$ cat src/rtl/spi_reg_bank.sv
// SPI mode-0 peripheral register bank with parametrised register count and width.
// Frame: R/W bit (1 = write), ADDR_W-bit start address, then DATA_W-bit words, MSB first.
// Writes commit per word; reads shift the addressed register out on CIPO.
// Build option SPI_BURST_EN: when defined, words auto-increment the address without limit;
// when undefined, exactly one data word is handled per frame.
module spi_reg_bank #(
  parameter int unsigned NUM_REGS = 9,
  parameter int unsigned DATA_W   = 8,
  parameter int unsigned ADDR_W   = 7
) (
  input  logic                         clk,
  input  logic                         rst_n,
  input  logic                         nCS,
  input  logic                         SCLK,
  input  logic                         COPI,
  output logic                         CIPO,
  output logic                         cipo_oe,
  output logic [NUM_REGS*DATA_W-1:0]   regs_out,
  output logic                         wr_strobe,
  output logic [ADDR_W-1:0]            wr_addr,
  output logic                         busy
);

  localparam int unsigned HdrBits = ADDR_W + 1;
  localparam int unsigned HW      = $clog2(HdrBits + 1);
  localparam int unsigned BW      = (DATA_W > 1) ? $clog2(DATA_W) : 1;

  // Synchronisers: [1] is the synchronised value, [2] the edge-detect stage
  logic [2:0] ncs_sync_q, ncs_sync_d;
  logic [2:0] sclk_sync_q, sclk_sync_d;
  logic [1:0] copi_sync_q, copi_sync_d;

  // Counts clocks since reset so the nCS edge detector only sees genuine pin samples
  logic [1:0] settle_q, settle_d;
  logic       frame_q, frame_d;

  logic [HW-1:0]     hdr_cnt_q, hdr_cnt_d;
  logic [BW-1:0]     bit_cnt_q, bit_cnt_d;
  logic              word_done_q, word_done_d;
  logic              rw_q, rw_d;
  logic [ADDR_W-1:0] cur_addr_q, cur_addr_d;
  logic [DATA_W-1:0] data_sh_q, data_sh_d;
  logic [DATA_W-1:0] tx_sh_q, tx_sh_d;
  logic [DATA_W-1:0] regs_q [NUM_REGS];
  logic [DATA_W-1:0] regs_d [NUM_REGS];
  logic              wr_strobe_q, wr_strobe_d;
  logic [ADDR_W-1:0] wr_addr_q, wr_addr_d;

  logic              ncs_s, copi_s, sclk_rise, sclk_fall, ncs_fall, active, in_range;
  logic [DATA_W-1:0] word_next, rd_word;

  // Edge detection and the range check for the current address
  always_comb begin
    ncs_s     = ncs_sync_q[1];
    copi_s    = copi_sync_q[1];
    sclk_rise = sclk_sync_q[1] & ~sclk_sync_q[2];
    sclk_fall = ~sclk_sync_q[1] & sclk_sync_q[2];
    ncs_fall  = ~ncs_sync_q[1] & ncs_sync_q[2];
    active    = frame_q & ~ncs_s;
    in_range  = (32'(cur_addr_q) < NUM_REGS);
    word_next = (data_sh_q << 1) | DATA_W'(copi_s);
    rd_word   = '0;
    for (int unsigned i = 0; i < NUM_REGS; i++) begin
      if (32'(cur_addr_q) == i) rd_word = regs_q[i];
    end
  end

  // Next-state logic: frame decode, per-word commit and read shift register
  always_comb begin
    ncs_sync_d  = {ncs_sync_q[1:0], nCS};
    sclk_sync_d = {sclk_sync_q[1:0], SCLK};
    copi_sync_d = {copi_sync_q[0], COPI};
    settle_d    = (settle_q == 2'd3) ? settle_q : settle_q + 2'd1;
    frame_d     = frame_q;
    hdr_cnt_d   = hdr_cnt_q;
    bit_cnt_d   = bit_cnt_q;
    word_done_d = word_done_q;
    rw_d        = rw_q;
    cur_addr_d  = cur_addr_q;
    data_sh_d   = data_sh_q;
    tx_sh_d     = tx_sh_q;
    regs_d      = regs_q;
    wr_strobe_d = 1'b0;
    wr_addr_d   = wr_addr_q;

    // A frame only starts on a real nCS fall, so a reset mid-frame stays idle until nCS cycles
    if (ncs_s) begin
      frame_d = 1'b0;
    end else if (ncs_fall && settle_q == 2'd3) begin
      frame_d = 1'b1;
    end

    if (!active) begin
      hdr_cnt_d   = '0;
      bit_cnt_d   = '0;
      word_done_d = 1'b0;
      rw_d        = 1'b0;
      cur_addr_d  = '0;
      data_sh_d   = '0;
      tx_sh_d     = '0;
    end else begin
      if (sclk_rise) begin
        if (hdr_cnt_q < HW'(HdrBits)) begin
          if (hdr_cnt_q == '0) begin
            rw_d = copi_s;
          end else begin
            cur_addr_d = (cur_addr_q << 1) | ADDR_W'(copi_s);
          end
          hdr_cnt_d = hdr_cnt_q + HW'(1);
        end else if (!word_done_q) begin
          data_sh_d = word_next;
          if (bit_cnt_q == BW'(DATA_W - 1)) begin
            bit_cnt_d = '0;
            if (rw_q && in_range) begin
              for (int unsigned i = 0; i < NUM_REGS; i++) begin
                if (32'(cur_addr_q) == i) regs_d[i] = word_next;
              end
              wr_strobe_d = 1'b1;
              wr_addr_d   = cur_addr_q;
            end
`ifdef SPI_BURST_EN
            cur_addr_d = cur_addr_q + ADDR_W'(1);
`else
            word_done_d = 1'b1;
`endif
          end else begin
            bit_cnt_d = bit_cnt_q + BW'(1);
          end
        end
      end
      // Load at each word boundary after the header; once single-word mode is done, shift zeros
      if (sclk_fall) begin
        if (hdr_cnt_q == HW'(HdrBits) && bit_cnt_q == '0 && !word_done_q) begin
          tx_sh_d = in_range ? rd_word : '0;
        end else begin
          tx_sh_d = tx_sh_q << 1;
        end
      end
    end
  end

  // State registers with synchronous active-low reset
  always_ff @(posedge clk) begin
    if (!rst_n) begin
      ncs_sync_q  <= 3'b111;
      sclk_sync_q <= 3'b000;
      copi_sync_q <= 2'b00;
      settle_q    <= '0;
      frame_q     <= 1'b0;
      hdr_cnt_q   <= '0;
      bit_cnt_q   <= '0;
      word_done_q <= 1'b0;
      rw_q        <= 1'b0;
      cur_addr_q  <= '0;
      data_sh_q   <= '0;
      tx_sh_q     <= '0;
      for (int unsigned i = 0; i < NUM_REGS; i++) regs_q[i] <= '0;
      wr_strobe_q <= 1'b0;
      wr_addr_q   <= '0;
    end else begin
      ncs_sync_q  <= ncs_sync_d;
      sclk_sync_q <= sclk_sync_d;
      copi_sync_q <= copi_sync_d;
      settle_q    <= settle_d;
      frame_q     <= frame_d;
      hdr_cnt_q   <= hdr_cnt_d;
      bit_cnt_q   <= bit_cnt_d;
      word_done_q <= word_done_d;
      rw_q        <= rw_d;
      cur_addr_q  <= cur_addr_d;
      data_sh_q   <= data_sh_d;
      tx_sh_q     <= tx_sh_d;
      regs_q      <= regs_d;
      wr_strobe_q <= wr_strobe_d;
      wr_addr_q   <= wr_addr_d;
    end
  end

  // Output mapping
  always_comb begin
    for (int unsigned i = 0; i < NUM_REGS; i++) regs_out[i*DATA_W +: DATA_W] = regs_q[i];
    CIPO      = ~ncs_s & tx_sh_q[DATA_W-1];
    cipo_oe   = ~ncs_s;
    busy      = ~ncs_s;
    wr_strobe = wr_strobe_q;
    wr_addr   = wr_addr_q;
  end

endmodule
$ cat config.mk
export PLATFORM = sky130hd
export DESIGN_NAME = spi_reg_bank
export DESIGN_NICKNAME = d
export VERILOG_FILES = /design/src/rtl/spi_reg_bank.sv
export SDC_FILE = /design/constraint.sdc
export NUM_CORES = 1
export LEC_CHECK = 0
export ABC_AREA = 1
export CAP_MARGIN = 10
export CORE_MARGIN = 5
export CORE_UTILIZATION = 40
export DETAILED_ROUTE_END_ITERATION = 8
export PLACE_DENSITY_LB_ADDON = 0.25
export SLEW_MARGIN = 0
export SYNTH_ARGS = -nofsm -noshare
export SYNTH_HDL_FRONTEND = slang
export SYNTH_SLANG_ARGS = --single-unit
$ cat constraint.sdc
create_clock -name clk -period 4 [get_ports clk]
set_input_delay 0.8 -clock clk [delete_from_list [all_inputs] [get_ports clk]]
set_output_delay 0.8 -clock clk [all_outputs]
set_load 0.01 [all_outputs]
* Word level (Yosys, flattened, before mapping)
Index checks and enable logic that the tools add are counted.
** Storage, ports and cells
- Logic and storage cells :: 97
- Input port bits :: 5
- Bits in registers :: 122
** Cells by class
- Magnitude comparators :: 2
- Add/sub/neg operators :: 3
- Bitwise gates (word level) :: 17
- Multiplexer cells :: 15
- Reduce and logical (&&, ||, !) cells :: 26
- Eq/ne operators :: 11
** Operators by type and width (count)
- $mux 8 :: 11
- $reduce_and 7->1 :: 9
- $eq 7x3->1 const B :: 4
- $eq 7x2->1 const B :: 2
- $not 1->1 :: 10
- $reduce_and 3->1 :: 3
- $or 8x1->8 :: 1
- $eq 7x1->1 const B :: 1
- $eq 7x4->1 const B :: 1
- $logic_not 7->1 :: 1
- $lt 7x4->1 const B :: 1
- $or 7x1->7 :: 1
- $reduce_and 2->1 :: 3
- $reduce_and 6->1 :: 1
- $reduce_or 6->1 :: 1
- $and 1x1->1 :: 5
- $add 4x1->4 const B :: 1
- $eq 4x4->1 const B :: 1
- $logic_and 1x1->1 :: 4
- $logic_not 4->1 :: 1
- $lt 4x4->1 const B :: 1
- $add 3x1->3 const B :: 1
- $eq 3x3->1 const B :: 1
- $logic_not 3->1 :: 1
- other kinds (6) :: 8

* Depth between registers and ports, before layout
Gate-level depths: netlist of run 1.
- Word-level depth :: 12
- Mapped depth :: 13
- Gate-level depth less buffers :: 13

* Worst setup path after synthesis of run 1
No wires, ideal clock.
- Path kind :: register to register
- Start :: reg sclk_sync_q[1]
- End :: reg regs_q, in the netlist regs_out[64]
- Stages on the path, launching flop included :: 13
- Setup slack :: 2.165 ns
- Data arrival time :: 1.719 ns
- Cells stage by stage :: dfxtp_1 > inv_2 > nor2_4 > nand2_2 > nor2_4 > nand3_2 > nor3_4 > inv_2 > buf_6 > nor2_8 > inv_2 > nor2_1 > nor2_1
** Between the ends
- Cells in the longest elaborated chain, start to end :: 2
** RTL lines
- start, declared :: RTL line 30 : logic [2:0] sclk_sync_q, sclk_sync_d;
- start signal, assigned :: RTL line 162 : sclk_sync_q <= sclk_sync_d;
- $and 1x1->1 :: RTL line 56 : sclk_rise = sclk_sync_q[1] & ~sclk_sync_q[2];
- $reduce_and 7->1 (no line)
- end signal, assigned :: RTL line 173 : regs_q <= regs_d;
- end, declared :: RTL line 44 : logic [DATA_W-1:0] regs_q [NUM_REGS];
No other way between the ends.
A chain may end at the register's enable or synchronous reset.

* Worst setup path in the final report of run 1
- Start :: reg cur_addr_q[0]
- End :: reg regs_q, in the netlist regs_out[24]
** Between the ends
- Cells in the longest elaborated chain, start to end :: 3
- Elaborated cells on any way between the ends :: 4
- Classes of those cells :: order compare: 1; eq/ne: 1; reduce/logical: 2
** RTL lines
- start, declared :: RTL line 41 : logic [ADDR_W-1:0] cur_addr_q, cur_addr_d;
- start signal, assigned :: RTL line 170 : cur_addr_q <= cur_addr_d;
- $lt 7x4->1 :: RTL line 60 : in_range = (32'(cur_addr_q) < NUM_REGS);
- $logic_and 1x1->1 :: RTL line 114 : if (rw_q && in_range) begin
- $reduce_and 7->1 (no line) (*)
Every way passes the cells marked *; elsewhere a longest branch is shown, timed or not.

==> metrics.yaml, run 1 <==
holdPathStages: 2
firstDrtPassIters: 5
gr-total-overflow: 0
gp_congestion: 0.921
regArea_sq_mm: 0.00244
cts_root_buffer: "clkbuf_16"
reg2reg_slack_ns: 1.57
nNetsFinal: 824
r2r-start: "cur_addr_q[0]$_SDFFE_PN0P_"
max_cap_viol_count: 0
dr.max_layer_used: "met4"
final_hold_viol_count: 0
min_path_type: "flop to flop"
yosysUniqueCellTypes: 31
post_drt_wl_per_cell_um: 15.4
track_usage_pct: 19.8
cpPeakStageDelay_ns: 0.37
worstPathRequired_ns: 4.30
syn_nets: 742
clkLatencyLatePin_ns: 0.42
design_area_sq_mm: 0.00681
reg2reg_to: "regs_out[24]$_SDFFE_PN0P_"
ys_seq_area_share_pct: 46.7
start_kind: "flop"
yosys_warnings: 0
clk_path_buf_depth: 2
synth_xor_xnor_area_share_pct: 0
yosys.area_share.simple_pct: 29.5
synth_top_family_by_area: "simple AND/OR/NAND/NOR gates"
core_area_sq_mm: 0.0127
dpl.hpwl_mm: 10.7
reg2reg_depth: 10
met3_length_mm: 1.22
wl_met1_mm: 7.09
areaGrowthSynthToFinish_pct: 30.2
nFillCells: 1257
ir_worst_vdd_v: 0.000268
numClockSinks: 122
arrival_ns: 2.73
drtIter0Drc: 495
clk_pin_slew_ns: 0.05
ys_ff_latch: 122
hp-start: "copi_sync_q[0]$_SDFF_PN0_"
diodes: 0
final-setup-viol-count: 0
port_buffers: 87
synth_edf_count: 0
crit_chain: "nor2_1 -> nand2_1 -> a21oi_1 -> nand2_1 -> nor3_4 -> inv_2 -> nor2_2 -> inv_2 -> o21ai_0 -> a21oi_1"
power.total_w: 0.00278
worst_slew_pin_slew_ns: 0.707
num_rows: 41
num_vias: 5032
grt_max_degree: 58
start_util_pct: 41.1
antenna_found_initial: 0
drcViolationCount: 0
worst_slack_ns: 1.57
period_needed_ns: 2.43
worst_path_max_delay_cell: "dfxtp_1"
criticalPathCategory: "flop to flop"
worst-path-max-fanout: 12
synth_compound_area_share_pct: 15.1
synth_ff_type: "dfxtp_1"
die_h_um: 124
finalCritPeriodShare_pct: 60.8
pin_count: 88
grt_pass1_wl_mm: 24.9
die-area_sq_mm: 0.0155
netlist_area_sq_mm: 0.00523
cts_made_buffers: 17
vias_per_cell: 5.04
wl_met2_mm: 6.74
place_ws_ns: 1.63
ctsResizeCount: 0
cts_setup_buffers: 0
place_area_sq_mm: 0.00622
status: "complete, no violations"
drive_above_1_share_pct: 8.23
p_leak_nw: 3.17
holdPathEnd: "copi_sync_q[1]$_SDFF_PN0_"
clock_skew_ns: 0.00937
finalWirelength_mm: 15.4
synthAdderAreaFrac_pct: 1.44
power.density_mw_per_mm2: 409
htreeDepth: 4
muxShareOfSynthArea_pct: 0
grt_pass1_vias: 4666
ant_nets: 0
multi_input_area_sq_mm: 0.00241
cts_tree: "yes"
tns_ns: 0
die_w_um: 124
end_kind: "flop"
cts_hold_buf: 0
rsz0062_at_grt: "no"
drv_slew: 0
synthCells: 731
async_reset_ff_share_pct: 0
syn_avg_cell_area_sq_um: 7.15
max_freq_ghz: 0.411
slew-limit-headroom_pct: 52.8
worst max path at each step:
stage	start	slack [ns]	to
after global routing	cur_addr_q[1]$_SDFFE_PN0P_	1.28	regs_out[31]$_SDFFE_PN0P_
after global placement	sclk_sync_q[1]$_SDFF_PN0_	1.76	regs_out[31]$_SDFFE_PN0P_
after floorplan	sclk_sync_q[1]$_SDFF_PN0_	2.17	regs_out[64]$_SDFFE_PN0P_
after detailed placement	cur_addr_q[0]$_SDFFE_PN0P_	1.63	regs_out[24]$_SDFFE_PN0P_
final	cur_addr_q[0]$_SDFFE_PN0P_	1.57	regs_out[24]$_SDFFE_PN0P_
after CTS	cur_addr_q[0]$_SDFFE_PN0P_	1.58	regs_out[24]$_SDFFE_PN0P_
layer usage:
layer	vias to the layer above	global-route usage, %
li1	2506	-
met3	28	5.19
met1	2289	27.3
met5	-	0
met4	0	8.45
met2	209	29.0
report_power, final:
group | internal, W | leakage, nW | switching (W)
clock network | 0.000962 | 0.285 | 0.000555
registers | 0.00122 | 0.984 | 0.00000586
logic | 0.0000134 | 1.90 | 0.0000251
worst max-delay path, delay by kind of cell, from the launching register on:
kind	cells	cell delay (ns)
AND/OR/NAND/NOR	5	1.04
buffers and inverters	2	0.48
AO/OA/AOI/OAI	3	0.41
flip-flops	1	0.37
state kept, by name, summed over array words and instances, names as in the netlist:
signal / count
hdr_cnt_q: 4
rw_q: 1
wr_addr: 7
wr_strobe: 1
tx_sh_q: 8
ncs_sync_q: 3
settle_q: 2
sclk_sync_q: 3
bit_cnt_q: 3
cur_addr_q: 7
frame_q: 1
word_done_q: 1
copi_sync_q: 2
data_sh_q: 7
regs_out: 72
Yosys cell counts, drive strengths merged, types with 2 or more instances:
master / count / area [sq um]
a211oi: 2 / 15.0
a21oi: 45 / 229
buf: 5 / 32.5
clkbuf: 22 / 82.6
dfxtp: 122 / 2440
ha: 6 / 75.1
inv: 70 / 263
nand2: 102 / 385
nand3: 23 / 120
nand4: 10 / 62.6
nor2: 205 / 890
nor3: 2 / 21.3
o21ai: 103 / 515
or2: 8 / 50.1
stage by stage:
stage,util [%],hold WS [ns],std cells
CTS,53.5,0.415,998
detailed placement,48.9,0.402,966
floorplan,-,0.390,731
finish,53.5,0.410,998
global route,53.5,0.432,998
global placement,48.9,0.400,966
placed cells by master, fill, tap and decap left out, types with 3 or more instances in the layout:
cell type,n
nor2_1,194
dfxtp_1,122
o21ai_0,103
nand2_1,101
clkdlybuf4s50_1,86
inv_1,60
a21oi_1,44
nand3_1,22
clkbuf_16,17
inv_2,10
nand4_1,10
or2_2,8
nor2_8,6
ha_1,6
clkinv_2,4
nor2_2,3
clkbuf_8,3
clkinvlp_4,3
buf_4,3
cell type report:
class	instances	area share, %
clock inverter	11	1.76
clock buffer	21	6.91
multi-input combinational	512	35.4
inverter	70	3.86
timing repair buffer	90	13.1
sequential	122	35.9
tap	172	3.16
logic make-up after synthesis:
| kind of cell | after synthesis |
|---|---|
| adder cells (fa/ha/maj) | 6 |
| AND/OR/NAND/NOR | 352 |
| flip-flops | 122 |
| buffers and inverters | 97 |
| AO/OA/AOI/OAI | 154 |
Power figures use the tool's default switching activity.
==> run 2, diff against run 1 <==
- clock period: 4 -> 2.35 ns (I/O delays scaled with it)
==> run 2 against run 1 <==
Net effect:
- count of clock-buffer cells in the layout increased by 2
- first-iteration DRC count decreased by 4.6%
- via count up 0.42%
- core utilization is 0.41 points higher
- sequential share of layout area is 0.27 points lower
- total power is 66% higher
- worst setup slack lost 1.3 ns
- global-route usage grew 0.25 points
- fmax is 16% higher
- design area is 0.77% higher
- wire length increased by 1.2%
- critical path type unchanged
- largest power group unchanged
==> metrics.yaml, run 2 (synthesis gave the netlist of run 1 again) <==
wl_met1_mm: 7.17  # +1.1%
clock_skew_ns: 0.00493  # -0.00444 ns
ir_worst_vdd_v: 0.000380  # +42%
cts_hold_buf: 0  # unchanged
worstPathRequired_ns: 2.70  # -1.60 ns
drtIter0Drc: 472  # -4.6%
crit_chain: "inv_1 -> nand2_1 -> nor2_1 -> nand2_1 -> inv_1 -> nand2_1 -> nand2_1 -> nor2_1 -> nand3_1 -> nand2_1 -> nand3_1 -> nand2_1 -> a21oi_1"
tns_ns: 0  # unchanged
place_area_sq_mm: 0.00628  # +1.0%
final-setup-viol-count: 0  # unchanged
die_h_um: 124  # unchanged
cts_root_buffer: "clkbuf_16"
design_area_sq_mm: 0.00686  # +0.77%
final_cell_mix: "nor2_1 (194), dfxtp_1 (122), o21ai_0 (103)"
criticalPathCategory: "flop to flop"
gr-total-overflow: 0  # unchanged
clk_path_buf_depth: 2  # unchanged
max_cap_viol_count: 0  # unchanged
areaGrowthSynthToFinish_pct: 31.2
slew-limit-headroom_pct: 49.5  # -3.3 points
antenna_found_initial: 0  # unchanged
drcViolationCount: 0  # unchanged
final_hold_viol_count: 0  # unchanged
p_leak_nw: 3.21  # +1.3%
ant_nets: 0  # unchanged
crit_start: "cur_addr_q[3]$_SDFFE_PN0P_"
min_path_type: "input pin to flop"
core_area_sq_mm: 0.0127  # unchanged
grt_pass1_wl_mm: 24.9  # +0.33%
largest_register_ff_count: 72  # unchanged
final_util_pct: 53.9  # +0.41 points
status: "complete, no violations"
pin_count: 88  # unchanged
track_usage_pct: 20.0  # +0.25 points
finalCritPeriodShare_pct: 88.9  # +28 points
firstDrtPassIters: 5  # unchanged
power.density_mw_per_mm2: 676  # +65%
nNetsFinal: 831  # +0.85%
nFillCells: 1243  # -1.1%
crit_top_cell: "nand2_1"
max_freq_ghz: 0.479  # +16%
grt_max_degree: 59  # +1.7%
reg2reg_to: "tx_sh_q[4]$_SDFFE_PN0P_"
port_buffers: 87  # unchanged
clkLatencyLatePin_ns: 0.41  # about the same
die_w_um: 124  # unchanged
clk_pin_slew_ns: 0.05  # about the same
diodes: 0  # unchanged
numClockSinks: 122  # unchanged
cts_tree: "yes"
power.total_w: 0.00463  # +66%
rsz0062_at_grt: "no"
vias_per_cell: 5.03  # -0.18%
arrival_ns: 2.44  # -0.29 ns
gp_congestion: 0.852  # -7.5%
endpoint: "tx_sh_q[4]$_SDFFE_PN0P_"
worst-path-max-fanout: 8  # -4
worst_slew_pin_slew_ns: 0.756  # +0.0494 ns
ctsResizeCount: 0  # unchanged
reg2reg_depth: 13  # +3
htreeDepth: 4  # unchanged
num_rows: 41  # unchanged
period_needed_ns: 2.09  # -0.344 ns
cpPeakStageDelay_ns: 0.43  # +0.06 ns
drv_slew: 0  # unchanged
dr.max_layer_used: "met4"
dpl.hpwl_mm: 11.0  # +1.9%
finalWirelength_mm: 15.6  # +1.2%
end_kind: "flop"
worst_path_max_delay_cell: "nor2_1"
r2r-start: "cur_addr_q[3]$_SDFFE_PN0P_"
reg2reg_slack_ns: 0.26  # -1.31 ns
cts_setup_buffers: 0  # unchanged
die-area_sq_mm: 0.0155  # unchanged
wl_met2_mm: 6.94  # +2.9%
start_util_pct: 41.1  # unchanged
start_kind: "flop"
num_vias: 5053  # +0.42%
grt_pass1_vias: 4674  # +0.17%
post_drt_wl_per_cell_um: 15.5  # +0.57%
drive_above_1_share_pct: 9.01  # +0.78 points
met3_length_mm: 1.20  # -2.1%
layout_commonest_cell: "nor2_1"
cts_made_buffers: 17  # unchanged
worst_hold_slack_ns: 0.311  # -0.0989 ns
==> run 2: cell types whose count changed in the layout (fill, tap and decap cells not counted), sizes merged <==
cell and delta:
clkbuf +2, buf +7, clkinvlp -2, bufinv -1
==> run 2: power breakdown <==
group,internal [W],leakage [nW],switching (W)
Sequential,0.00208,0.984,0.0000100
Combinational,0.0000240,1.94,0.0000434
Clock,0.00157,0.284,0.000900
==> run 2: worst max-delay path: cells and delay by family (launching register included) <==
kind | cells | cell delay [ns]
compound gates | 1 | 0.11
buf+inv | 2 | 0.34
flops | 1 | 0.33
simple gates | 10 | 1.24
==> run 2: metrics by stage <==
stage               instances  setup slack, ns
floorplan                 731            0.515
global placement          973            0.179
detailed placement        973            0.123
CTS                      1004            0.113
global route             1004          0.00249
finish                   1004            0.261
==> run 2: final cells by class <==
type                            count  area, sq um  area share (%)
Multi-Input combinational cell    512         2420            35.3
Tap cell                          172          215            3.14
Clock inverter                      8         67.6           0.985
Timing Repair Buffer               97          953            13.9
Clock buffer                       23          498            7.26
Inverter                           70          263            3.83
Sequential cell                   122         2440            35.6
==> run 2: how the worst min path moves through the flow <==
stage                                    startpoint                        end  slack [ns]  cells past startpoint
final                                         rst_n   ncs_sync_q[2]$_SDFF_PN1_        0.31                      2
after detailed placement  copi_sync_q[0]$_SDFF_PN0_  copi_sync_q[1]$_SDFF_PN0_        0.40                      2
after CTS                                     rst_n   ncs_sync_q[2]$_SDFF_PN1_        0.30                      2
after global placement     ncs_sync_q[0]$_SDFF_PN1_   ncs_sync_q[1]$_SDFF_PN1_        0.40                      1
after floorplan           copi_sync_q[0]$_SDFF_PN0_  copi_sync_q[1]$_SDFF_PN0_        0.39                      2
after global routing                          rst_n   ncs_sync_q[2]$_SDFF_PN1_        0.33                      2
==> run 2: metal layers <==
metal	up-vias	global-route usage, %
li1	2521	-
met1	2319	27.8
met2	190	30.2
met3	23	4.76
met4	0	7.41
met5	-	0
==> run 3, diff against run 2 <==
- SLEW_MARGIN: 0 -> 20
- clock period: 2.35 -> 1.8 ns (I/O delays scaled with it)
==> run 3 against run 2 <==
Net effect:
- critical path depth down 1
- sequential cell count unchanged
- clock power up 49%
- combinational power grew 41%
- register-to-register slack worse by 0.21 ns
- critical path type unchanged
- critical endpoint is now regs_out[33]$_SDFFE_PN0P_
==> metrics.yaml, run 3 (synthesis gave the netlist of run 1 again) <==
min_path_type: "input pin to flop"
grt_pass1_wl_mm: 25.5  # +2.3%
drive_above_1_share_pct: 19.2  # +10 points
drv_slew: 0  # unchanged
p_comb_share_pct: 1.5  # about the same
final_util_pct: 58.2  # +4.2 points
p_switching_w: 0.00125  # +31%
wl_met2_mm: 7.46  # +7.5%
post_drt_wl_per_cell_um: 15.7  # +1.3%
largest_register_ff_count: 72  # unchanged
die-area_sq_mm: 0.0155  # unchanged
finalCritPeriodShare_pct: 97.0  # +8.1 points
p_leak_nw: 3.38  # +5.5%
criticalPathCategory: "flop to flop"
start_util_pct: 41.1  # unchanged
power_frac_seq_pct: 42.1  # -3.1 points
drtIter0Drc: 394  # -17%
met3_length_mm: 1.06  # -11%
clk_path_buf_depth: 2  # unchanged
status: "complete, no violations"
final-setup-viol-count: 0  # unchanged
cts_made_buffers: 17  # unchanged
nNetsFinal: 861  # +3.6%
end_kind: "flop"
num_vias: 5236  # +3.6%
crit_start: "sclk_sync_q[1]$_SDFF_PN0_"
start_kind: "flop"
rsz0062_at_grt: "yes"
max_freq_ghz: 0.573  # +20%
die_w_um: 124  # unchanged
power.density_mw_per_mm2: 878  # +30%
internal_power_w: 0.00525  # +43%
htreeDepth: 4  # unchanged
die_h_um: 124  # unchanged
port_buffers: 87  # unchanged
ant_nets: 0  # unchanged
cts_root_buffer: "clkbuf_16"
nFillCells: 1217  # -2.1%
ir_worst_vdd_v: 0.000618  # +63%
drcViolationCount: 0  # unchanged
r2r-start: "sclk_sync_q[1]$_SDFF_PN0_"
worst_slew_pin_slew_ns: 0.841  # +0.0846 ns
clkPwrFrac_pct: 56.5  # +3.1 points
arrival_ns: 2.05  # -0.39 ns
swShare_pct: 19.2  # -1.4 points
period_needed_ns: 1.75  # -0.343 ns
numClockSinks: 122  # unchanged
cts_tree: "yes"
layout_commonest_cell: "nor2_1"
wl_met1_mm: 7.26  # +1.2%
final_cell_mix: "nor2_1 (153), dfxtp_1 (117), nand2_1 (95)"
grt_pass1_vias: 4970  # +6.3%
track_usage_pct: 20.5  # +0.48 points
final_hold_viol_count: 0  # unchanged
num_rows: 41  # unchanged
clk_pin_slew_ns: 0.05  # about the same
antenna_found_initial: 0  # unchanged
clkLatencyLatePin_ns: 0.42  # about the same
grt_max_degree: 61  # +3.4%
worstPathRequired_ns: 2.10  # -0.60 ns
finalWirelength_mm: 16.3  # +4.5%
firstDrtPassIters: 5  # unchanged
gp_congestion: 0.865  # +1.6%
cts_hold_buf: 0  # unchanged
dpl.hpwl_mm: 11.3  # +3.4%
hp-start: "rst_n"
dr.max_layer_used: "met4"
pin_count: 88  # unchanged
worst_hold_slack_ns: 0.211  # -0.0995 ns
core_area_sq_mm: 0.0127  # unchanged
gr-total-overflow: 0  # unchanged
vias_per_cell: 5.06  # +0.52%
slew-limit-headroom_pct: 43.9  # -5.6 points
diodes: 0  # unchanged
worst-path-max-fanout: 8  # unchanged
max_cap_viol_count: 0  # unchanged
clock_skew_ns: 0.00687  # +0.00194 ns
areaGrowthSynthToFinish_pct: 41.6
-- run 3: cell count changes in the layout (fill, tap and decap cells not counted), sizes merged, moves of 2 or more --
cell           before  now
clkdlybuf4s50      86   83
bufinv              1    4
dlygate4sd2         0    3
nor2              205  209
clkbuf             23   25
buf                11   37
clkinv              6    3
-- run 3: through the flow --
step	instances	setup WS, ns	total power [W]	setup TNS (ns)	cell area [sq um]
after detailed placement	998	-0.0758	0.00288	-0.439	6490
after global routing	1035	-0.0829	0.00669	-1.82	7400
final	1035	0.0539	0.00650	0	7400
after CTS	1030	0.00985	0.00654	0	7140
after global placement	998	-0.000561	0.00288	-0.000561	6490
after floorplan	731	0.00271	0.00284	0	5260
-- run 3: what timing repair did --
action | 4_1_cts | 5_1_grt
hold endpoints to repair | 0 | 0
setup buffers | 0 | 1
endpoints found under the setup margin | 24 | 74
cloned | 0 | 4
pin swaps | 1 | 17
resized for setup | 12 | 83
-- run 3: power groups by stage --
stage,Sequential (W),Combinational (W),Clock (W)
after global routing,0.00273,0.000107,0.00385
after global placement,0.00279,0.0000891,0
after CTS,0.00273,0.0000927,0.00371
after floorplan,0.00278,0.0000619,0
final,0.00273,0.0000953,0.00367
after detailed placement,0.00279,0.0000933,0
-- run 3: path summary, 6_finish.rpt --
kind,end,slack [ns],cells past startpoint
hold reg to reg,sclk_sync_q[1]$_SDFF_PN0_,0.41,2
hold / removal,ncs_sync_q[2]$_SDFF_PN1_,0.21,2
setup / recovery,regs_out[33]$_SDFFE_PN0P_,0.05,12
setup reg to reg,regs_out[33]$_SDFFE_PN0P_,0.05,12
-- run 3: final cells by class --
type / count / area [sq um] / area share, %
Clock buffer: 25 / 505 / 6.83
Clock inverter: 7 / 135 / 1.83
Inverter: 70 / 300 / 4.06
Multi-Input combinational cell: 516 / 2650 / 35.8
Sequential cell: 122 / 2450 / 33.1
Tap cell: 172 / 215 / 2.91
Timing Repair Buffer: 123 / 1150 / 15.5
-- run 3: critical path: stages, from the launching register on --
cell and delay [ns]:
dfxtp_2 0.33, inv_2 0.04, nor2_4 0.09, nand2_2 0.08, nor2_4 0.10, nand3_2 0.10, nor3_4 0.19, inv_2 0.10
buf_12 0.18, nor2_8 0.17, inv_6 0.07, nor2_1 0.09, nor2_1 0.07
-- run 3: routing by layer --
metal | vias to the layer above | GRT usage [%]
li1 | 2594 | -
met1 | 2422 | 26.4
met2 | 179 | 32.0
met3 | 41 | 6.05
met4 | 0 | 8.45
met5 | - | 0
==> RTL edit 1, RTL diff (config.mk and constraints of run 2) <==
Register the output `regs_out`, cleared by the reset; this adds one clock of latency there. The other outputs are not delayed to match.
--- a/src/rtl/spi_reg_bank.sv
+++ b/src/rtl/spi_reg_bank.sv
@@ -26,2 +26,4 @@
   localparam int unsigned BW      = (DATA_W > 1) ? $clog2(DATA_W) : 1;
+
+  logic [NUM_REGS*DATA_W-1:0] regs_c;
 
@@ -180,3 +182,3 @@
   always_comb begin
-    for (int unsigned i = 0; i < NUM_REGS; i++) regs_out[i*DATA_W +: DATA_W] = regs_q[i];
+    for (int unsigned i = 0; i < NUM_REGS; i++) regs_c[i*DATA_W +: DATA_W] = regs_q[i];
     CIPO      = ~ncs_s & tx_sh_q[DATA_W-1];
@@ -188,2 +190,10 @@
 
+  always_ff @(posedge clk) begin
+    if (!rst_n) begin
+      regs_out <= '0;
+    end else begin
+      regs_out <= regs_c;
+    end
+  end
+
 endmodule
Function: same outputs for any inputs over 10 cycles, from zero or initial values and one cycle with rst_n low; that may be too few to reach the edited logic, so the function may still have changed.
==> RTL edit 1 against run 2 <==
Cell count is 20% higher; maximum frequency up 3.1%; global-route usage down 3.8 points; sequential cell count is 72 higher; total power increased by 35%; cell area rose by 31%; register-to-register slack better by 0.07 ns; worst setup slack improved by 0.063 ns; wire length grew 11%; area after synthesis grew 41%; largest cell class unchanged; largest power group is now registers; highest routed layer unchanged.
==> RTL edit 1: results (changes against run 2) <==
Root Buffer=clkbuf_16 (unchanged); DP Worst Slack=0.336 ns (was 0.123 ns); Metal-1 WL=8.34 mm (was 7.17 mm); met2 routed WL=7.68 mm (was 6.94 mm); Post-DP HPWL=12.1 mm (was 11.0 mm); Worst Skew=0.0111 ns (was 0.00493 ns); sequential share of the synthesized area=0.526 (was 0.467); synth unique cells=33 (was 31); Synth warnings=0 (unchanged); worst-margin pin slew=0.637 ns (was 0.756 ns); critical path's slowest cell=clkdlybuf4s50_1 (was nor2_1); top cells by area, synth=dfxtp_1 53%, nand2_1 7.6%, inv_1 6.9% (was dfxtp_1 47%, nor2_1 14%, o21ai_0 9.9%); Clock Latency Late Sink=0.43 ns (was 0.41 ns); n_diodes=0 (unchanged); gr usage total=0.162 (was 0.200); share of layout cells above drive strength 1=0.0878 (was 0.0901); Final #Nets=979 (was 831); critical-path maximum fanout=3 (was 8); Main synth FF type=dfxtp_1 (unchanged); Num CTS Buffers=17 (unchanged); share of flip-flops with an asynchronous set or reset=0 (unchanged); initial antenna violation count=0 (unchanged); number of placed cells counting well taps=1178 (was 973); Max clock buf depth=2 (unchanged); first-pass GRT wire length=27.6 mm (was 24.9 mm); leakage=0.00402 µW (was 0.00321 µW); largest net degree at the start of global routing=52 (was 59); Hold Crit Class=in2reg (unchanged); DR vias=5650 (was 5053); final wirelength=17.2 mm (was 15.6 mm); post-cts resize count=0 (unchanged); PortBufs=87 (unchanged); Post-synth top cells=194 x dfxtp_1, 150 x nand2_1, 135 x inv_1 (was 194 x nor2_1, 122 x dfxtp_1, 103 x o21ai_0); wire per inst=14.2 µm (was 15.5 µm); vias in the first global route=5213 (was 4674); Net Count, Synth=901 (was 742); Routed Antenna Nets=0 (unchanged); status=finished, final reports clean (unchanged); Post-CTS Setup Bufs=0 (unchanged); DRT iter0 DRCs=338 (was 472); Placer Congestion=0.848 (was 0.852); Syn Inst Count=890 (was 731); H-tree levels=4 (unchanged); Placed Instance Area=8420 µm² (was 6280 µm²); Worst EP arrival=1.56 ns (was 2.44 ns); worst vdd ir=0.000521 V (was 0.000380 V); max incr delay on CP=0.57 ns (was 0.43 ns); drt first pass iters=4 (was 5); Highest Signal Layer=met4 (unchanged); Reg clk slew, reported paths=0.07 ns (was 0.05 ns); met3 WL=785 µm (was 1.20 mm)
## RTL edit 1: worst paths after layout
kind / cells past startpoint / start / slack, ns / to
max: 2 / ncs_sync_q[1] / 0.32 / CIPO
min: 2 / rst_n / 0.32 / ncs_sync_q[2]
max reg2reg: 8 / cur_addr_q[1] / 0.33 / regs_c[14]
min reg2reg: 1 / ncs_sync_q[0] / 0.42 / ncs_sync_q[1]
## RTL edit 1: per-layer routing
metal / up-vias / GRT usage
met4: 0 / 0.0627
met1: 2492 / 0.221
met3: 28 / 0.0389
met2: 125 / 0.250
li1: 3005 / -
met5: - / 0
## RTL edit 1: critical path: cells and delay by family, from the launching register on
kind | cells | cell delay, ns
buffers and inverters | 1 | 0.57
DFF | 1 | 0.38
and+or+nand+nor | 1 | 0.18
## RTL edit 1: power breakdown
part | internal (µW) | total (µW) | switching, µW
Clock | 1600 | 2840 | 1240
Combinational | 24.7 | 93.9 | 69.2
Sequential | 3300 | 3310 | 7.57
## RTL edit 1: logic make-up (layout without fill, tap and decap cells)
| logic type | Yosys count | after routing | share of synthesized area |
|---|---|---|---|
| AO/OA/AOI/OAI | 157 | 157 | 0.143 |
| adder cells (fa/ha/maj) | 6 | 6 | 0.0102 |
| buffers and inverters | 186 | 276 | 0.108 |
| flip-flops | 194 | 194 | 0.526 |
| AND/OR/NAND/NOR | 347 | 347 | 0.214 |
## RTL edit 1: area by class of cell
cell class                 count  area [µm²]
timing repair buffer          98         986
inverter                     147         552
clock inverter                11         133
multi-input combinational    510        2710
tap                          229         287
clock buffer                  20         447
sequential                   194        3880
fill                        1713        9090
==> RTL edit 2, RTL diff (flow settings as in run 2) <==
Without the edit above. Build with the macro `SPI_BURST_EN` defined.
--- a/src/rtl/spi_reg_bank.sv
+++ b/src/rtl/spi_reg_bank.sv
@@ -5,2 +5,4 @@
 // when undefined, exactly one data word is handled per frame.
+`define SPI_BURST_EN
+
 module spi_reg_bank #(
Function: same outputs for any inputs over 10 cycles, from zero or initial values and one cycle with rst_n low; that may be too few to reach the edited logic, so the function may still have changed.
==> RTL edit 2 against run 2 <==
Global-route usage shrank 0.25 points; hold slack better by 0.021 ns; wire length grew 0.69%; first-iteration DRC count grew 0.85%; critical path type unchanged; sequential cell count decreased by 1; highest routed layer unchanged; count of clock-buffer cells in the layout unchanged; total power increased by 0.66%; cell area up 0.84%; combinational power grew 0.7%; worst setup slack improved by 0.00094 ns; core utilization shrank 1.3 points; area after synthesis is 1.7% higher.
==> RTL edit 2: results (changes against run 2) <==
DP Worst Slack=0.148 ns (was 0.123 ns); critical path's slowest cell=dfxtp_1 (was nor2_1); GR Layer Usage met2=0.319 (was 0.302); Post-DP HPWL=11.0 mm (about the same); Net Count, Synth=728 (was 742); status=finished, final reports clean (unchanged); Slew HR=0.562 (was 0.495); Global Route met3 Usage=0.0580 (was 0.0476); Final #Nets=814 (was 831); met3 WL=938 µm (was 1.20 mm); vias in the first global route=4668 (was 4674); largest net degree at the start of global routing=87 (was 59); Int Power=3720 µW (was 3680 µW); Tcrit/Tclk final=0.889 (about the same); share of layout cells above drive strength 1=0.110 (was 0.0901); critical-path maximum fanout=14 (was 8); core area=13100 µm² (was 12700 µm²); Worst Setup SP=bit_cnt_q[0] (was cur_addr_q[3]); # fillers=1254 (was 1243); R2R Setup Slk=0.26 ns (about the same); top cells by area, synth=dfxtp_1 46%, a21oi_1 12%, o21ai_0 8.7% (was dfxtp_1 47%, nor2_1 14%, o21ai_0 9.9%); leakage=0.00278 µW (was 0.00321 µW); gr usage total=0.198 (was 0.200); Placer Congestion=0.881 (was 0.852); synth unique cells=35 (was 31); Post-synth top cells=126 x a21oi_1, 121 x dfxtp_1, 106 x nand2_1 (was 194 x nor2_1, 122 x dfxtp_1, 103 x o21ai_0); reg2reg end=regs_out[35] (was tx_sh_q[4])
## RTL edit 2: cell count changes after synthesis, moves of 9 or more
| cell | change |
|---|---|
| a21oi_1 | +82 |
| o21ai_0 | -11 |
| clkbuf_1 | -9 |
| nand3_1 | +9 |
| inv_1 | -14 |
| o21ai_1 | +10 |
| nor2_1 | -127 |
## RTL edit 2: power groups by stage
stage	clock network, µW	logic [µW]	registers [µW]
4_1_cts	2560	69.4	2080
2_1_floorplan	0	47.2	2110
3_5_place_dp	0	68.9	2120
6_report	2520	67.9	2080
5_1_grt	2670	77.7	2080
3_3_place_gp	0	67.5	2120
## RTL edit 2: cell type report
cell class	count	area share
Inverter	68	0.0373
Tap cell	176	0.0318
Sequential cell	121	0.350
Clock buffer	23	0.0691
Clock inverter	8	0.0137
Multi-Input combinational cell	494	0.360
Timing Repair Buffer	97	0.138
## RTL edit 2: metrics by stage
step	instance area, µm²	std cells	hold WS [ns]	util
final	6920	987	0.332	0.526
after global routing	6920	987	0.325	0.526
after CTS	6920	987	0.319	0.526
after detailed placement	6340	956	0.398	0.483
after global placement	6340	956	0.393	0.483
after floorplan	5320	713	0.390	-
## RTL edit 2: kinds of logic (layout without fill, tap and decap cells)
family                   count (synthesis)  after routing  synth area share
AO/OA/AOI/OAI                          233            233             0.222
AND/OR/NAND/NOR                        249            249             0.219
adder cells (fa/ha/maj)                 10             10            0.0235
XOR/XNOR                                 2              2           0.00329
flip-flops                             121            121             0.455
buffers and inverters                   98            196            0.0767
## RTL edit 2: what timing repair did
item,4_1_cts,5_1_grt
gates resized for setup,0,1
setup buffers,0,0
endpoints found under the setup margin,0,28
